==> config.mk <==
export PLATFORM = sky130hd
export DESIGN_NAME = bm_memory_arbiter
export DESIGN_NICKNAME = d
export VERILOG_FILES = /design/src/rtl/bm_memory_arbiter_pkg.sv /design/src/rtl/bm_memory_arbiter_core.sv /design/src/rtl/bm_memory_arbiter.sv
export SDC_FILE = /design/constraint.sdc
export NUM_CORES = 1
export LEC_CHECK = 0
export ABC_AREA = 1
export BUFFER_PORTS_ARGS = -buffer_cell sky130_fd_sc_hd__buf_2
export CAP_MARGIN = 25
export CORE_ASPECT_RATIO = 2
export CORE_MARGIN = 2
export CORE_UTILIZATION = 35
export CTS_CLUSTER_DIAMETER = 120
export DETAILED_ROUTE_END_ITERATION = 7
export PLACE_DENSITY = 0.53
export SLEW_MARGIN = 20
export SYNTH_ARGS = -nofsm -noshare
export SYNTH_HDL_FRONTEND = slang
export SYNTH_SLANG_ARGS = --single-unit
export TNS_END_PERCENT = 5
==> constraint.sdc <==
create_clock -name clock -period 2 [get_ports clock]
set_input_delay 0.4 -clock clock [delete_from_list [all_inputs] [get_ports clock]]
set_output_delay 0.4 -clock clock [all_outputs]
set_load 0.01 [all_outputs]
==> src/rtl/bm_memory_arbiter_pkg.sv <==
// Shared defaults and requester indices for the two-port memory arbiter.
package bm_memory_arbiter_pkg;
  localparam int DATA_WIDTH_DEF = 8;
  localparam int ADDR_WIDTH_DEF = 2;
  localparam int NUM_REQ        = 2;

  localparam logic REQ0 = 1'b0;
  localparam logic REQ1 = 1'b1;
endpackage

==> src/rtl/bm_memory_arbiter_core.sv <==
// Single-access register-file memory: write on the clock edge, registered read.
module bm_memory_core #(
  parameter int DATA_WIDTH = 8,
  parameter int ADDR_WIDTH = 2
) (
  input  logic                  clock,
  input  logic                  we,
  input  logic [ADDR_WIDTH-1:0] waddr,
  input  logic [ADDR_WIDTH-1:0] raddr,
  input  logic [DATA_WIDTH-1:0] wdata,
  output logic [DATA_WIDTH-1:0] rdata
);
  logic [DATA_WIDTH-1:0] mem [2**ADDR_WIDTH];

  // Contents are deliberately not reset.
  always_ff @(posedge clock) begin
    if (we) mem[waddr] <= wdata;
  end

  always_ff @(posedge clock) begin
    rdata <= mem[raddr];
  end
endmodule

==> src/rtl/bm_memory_arbiter.sv <==
// Two-port round-robin arbiter serializing read/write accesses into one memory core.
module bm_memory_arbiter
  import bm_memory_arbiter_pkg::*;
#(
  parameter int DATA_WIDTH = DATA_WIDTH_DEF,
  parameter int ADDR_WIDTH = ADDR_WIDTH_DEF
) (
  input  logic                  clock,
  input  logic                  reset,
  input  logic                  req0,
  input  logic                  we0,
  input  logic [ADDR_WIDTH-1:0] addr0,
  input  logic [DATA_WIDTH-1:0] wdata0,
  output logic                  gnt0,
  output logic                  rvalid0,
  output logic [DATA_WIDTH-1:0] rdata0,
  input  logic                  req1,
  input  logic                  we1,
  input  logic [ADDR_WIDTH-1:0] addr1,
  input  logic [DATA_WIDTH-1:0] wdata1,
  output logic                  gnt1,
  output logic                  rvalid1,
  output logic [DATA_WIDTH-1:0] rdata1
);
  logic                               last;
  logic                               sel;
  logic                               any_gnt;
  logic                               mem_we;
  logic [ADDR_WIDTH-1:0]              mem_addr;
  logic [DATA_WIDTH-1:0]              mem_wdata;
  logic [DATA_WIDTH-1:0]              core_rdata;
  logic                               rd_vld;
  logic                               rd_owner;
  logic [NUM_REQ-1:0]                 rvalid_v;
  logic [NUM_REQ-1:0][DATA_WIDTH-1:0] rdata_v;

  always_comb begin
    gnt0 = 1'b0;
    gnt1 = 1'b0;
    if (!reset) begin
      unique case ({req1, req0})
        2'b01:   gnt0 = 1'b1;
        2'b10:   gnt1 = 1'b1;
        2'b11: begin
          gnt0 = (last == REQ1);
          gnt1 = (last == REQ0);
        end
        default: ;
      endcase
    end
  end

  assign any_gnt   = gnt0 | gnt1;
  assign sel       = gnt1 ? REQ1 : REQ0;
  assign mem_we    = any_gnt & (sel ? we1 : we0);
  assign mem_addr  = sel ? addr1 : addr0;
  assign mem_wdata = sel ? wdata1 : wdata0;

  bm_memory_core #(
    .DATA_WIDTH (DATA_WIDTH),
    .ADDR_WIDTH (ADDR_WIDTH)
  ) u_core (
    .clock (clock),
    .we    (mem_we),
    .waddr (mem_addr),
    .raddr (mem_addr),
    .wdata (mem_wdata),
    .rdata (core_rdata)
  );

  // rd_vld/rd_owner mark that core_rdata holds a granted read for one requester.
  always_ff @(posedge clock) begin
    if (reset) begin
      last     <= REQ1;
      rd_vld   <= 1'b0;
      rd_owner <= REQ0;
    end else begin
      if (any_gnt) last <= sel;
      rd_vld   <= any_gnt & ~mem_we;
      rd_owner <= sel;
    end
  end

  // Per-requester steering: live core data while valid, otherwise the held copy.
  for (genvar i = 0; i < NUM_REQ; i++) begin : g_rd
    logic                  hit;
    logic [DATA_WIDTH-1:0] hold;

    assign hit         = rd_vld && (rd_owner == 1'(i));
    assign rvalid_v[i] = hit;
    assign rdata_v[i]  = hit ? core_rdata : hold;

    always_ff @(posedge clock) begin
      if (reset)    hold <= '0;
      else if (hit) hold <= core_rdata;
    end
  end

  assign rvalid0 = rvalid_v[0];
  assign rvalid1 = rvalid_v[1];
  assign rdata0  = rdata_v[0];
  assign rdata1  = rdata_v[1];
endmodule

==> results.toml <==
[critical_path]
crit_buf_inv = 5
cp_top_family = "buffers and inverters"
path_cells = "inv_1 > nor2_1 > buf_4 > inv_1 > o21ai_0 > inv_1 > buf_2"
crit_top_cell = "inv_1"
crit_fanout = 10
critPathArrivalTime_ns = 1.49
required_ns = 1.60
worst_setup_path_start_kind = "flop"
crit_type = "flop to output pin"
end_kind = "output pin"
max_stage_delay_ns = 0.32
cpMaxStageDelayCell = "dfxtp_1"

[power_and_ir_drop]
internal_power_mw = 2.49
powerDensity_mw_per_mm2 = 1010
pwr-share-comb = 0.099
p_leak_nw = 1.61
sequentialPowerShare = 0.430
peakVddDrop_mv = 0.583
switching_share = 0.214
switchingPower_uw = 676
p_clk_frac = 0.471

[timing]
maxSlewViolCount = 0
timing.final.crit_share = 0.946
min_period_ns = 1.89
rsz0062_at_grt = "yes"
worst_slew_pin_slew_ns = 0.299
hold_viol_final = 0
fmax_ghz = 0.529
slew_headroom = 0.799
skew_ns = 0.00495
setup_viol = 0

[clock_network]
h-tree-depth = 3
clk_latency_ns = 0.32
cts_made_buffers = 9
cts.reportedPaths.clkPinSlew_ns = 0.04
clock_path_buffers = 2
cts_tree = "done"
cts-root-buf = "clkbuf_16"
post-cts-setup-buffers = 0
cts.sinks = 59

[die]
rows = 43
dieHeight_um = 123
ios = 46
fp.dieW_um = 63.3
core_mm2 = 0.00689
dieArea_mm2 = 0.00775
start_util = 0.357

[synth]
yosys-top-cells-area = "edfxtp_1 39%, dfxtp_1 22%, nand2_1 12%"
ys_ff_latch = 59
synth_nets = 297
synth_top_cell_area_share = 0.391
yosys.cell_types.count = 21
syn_area_per_cell_um2 = 9.07
yosysWarningCount = 0
synth_top_area_cell = "edfxtp_1"
ys_seq_area_frac = 0.611
syn-instance-count = 271
synth.cell_area_mm2 = 0.00246

[route]
viasPerCell = 4.48
first_pass_iters = 4
drt-total-wl_um = 5480
num_vias = 1913
wl_per_cell_um = 12.8
drt_iter0_markers = 79
ant_nets = 0
drc = 0

[job]
cap_violations = 0

[layout]
insertedDiodeCount = 0
final_cell_mix = "76 x nand2_1, 45 x buf_2, 32 x nand3_1, 32 x edfxtp_1"
nets = 358
fin_area_mm2 = 0.00314
final_layout_size_suffix_gt1_frac = 0.285
syn_to_final_growth_pct = 27.9
final_common_cell = "nand2_1"
final_core_utilization = 0.456

[place]
io_buffers = 45
place_congestion = 0.869
placed_area_mm2 = 0.00284
hpwl_um = 4400

[global_routing]
grtUsageTotal = 0.162
grt_overflow = 0
grt_pass1_wl_um = 9090
grt_antenna_before_repair = 0
grt_pass1_vias = 1933
grt_max_degree = 18

[status]
status = "complete, no violations"

[min_path]
hold_path.class = "input port to flop"
-- cells by family after synthesis --
group           share of synthesized area
simple gates                        0.281
buf+inv                            0.0672
compound gates                     0.0407
flops                               0.611
-- worst paths after layout --
kind,cells after the start,to,from,slack (ns)
worst min register to register,2,g_rd[0].hold[1],u_core.rdata[1],0.52
worst min-delay path,4,rd_vld,we1,0.38
worst max register to register,9,u_core.mem[2][1],last,0.36
worst max-delay path,7,rdata0[5],rd_vld,0.11
-- layout make-up --
type                            count  area, um2
Sequential cell                    59       1500
Fill cell                         716       3740
Tap cell                           90        113
Inverter                           30        113
Timing Repair Buffer               58        323
Clock inverter                      2       35.0
Clock buffer                       14        264
Multi-Input combinational cell    174        795
-- cell usage after synthesis --
cell type	count
or2_2	16
edfxtp_1	32
nand3_1	32
inv_2	1
o21ai_1	1
nand4_1	1
buf_6	1
nand2_1	76
nor2_2	1
o21ai_0	18
clkinv_1	1
a21oi_1	1
nand3_4	1
clkbuf_1	1
dfxtp_1	27
buf_2	3
nor2_1	23
inv_1	28
nand3_2	1
nand2_2	3
buf_4	3
-- state kept, by name, summed over array words and instances, names as in the netlist --
register and cells:
g_rd.hold 16, last 1, rd_owner 1, rd_vld 1, u_core.mem 32, u_core.rdata 8
-- what timing repair did --
item / CTS / global route
endpoints found under the hold margin: 0 / 0
setup endpoints to repair: 0 / 8
hold buffers: 0 / 0
resized for setup: 0 / 7
-- routing by layer --
layer | track usage | part of all wire | wire [um] | vias up
met5 | 0 | 0 | 0 | -
met4 | 0.114 | 0.045 | 246 | 0
met3 | 0.0394 | 0.034 | 184 | 22
met2 | 0.324 | 0.61 | 3320 | 44
met1 | 0.130 | 0.32 | 1730 | 850
li1 | - | - | - | 997
-- power groups by stage --
stage               Sequential [mW]  Combinational, mW  Clock [mW]
detailed placement             1.38              0.317           0
finish                         1.36              0.313        1.49
floorplan                      1.38              0.196           0
global route                   1.37              0.360        1.57
CTS                            1.36              0.318        1.53
global placement               1.38              0.316           0
-- tightest hold or removal path, cell delays in order --
cell and delay (ns):
buf_2 0.08, nand2_1 0.04, nand2_1 0.08, nor2_1 0.04
-- per-stage QoR --
stage	setup TNS, ns	hold slack (ns)	total power [mW]	setup slack (ns)	std cells
final	0	0.377	3.17	0.109	427
after CTS	0	0.367	3.21	0.0717	427
after detailed placement	0	0.535	1.70	0.145	411
after floorplan	0	0.484	1.57	0.216	271
after global routing	-0.0558	0.379	3.30	-0.0227	427
after global placement	0	0.527	1.70	0.150	411
Power figures use the tool's default switching activity.
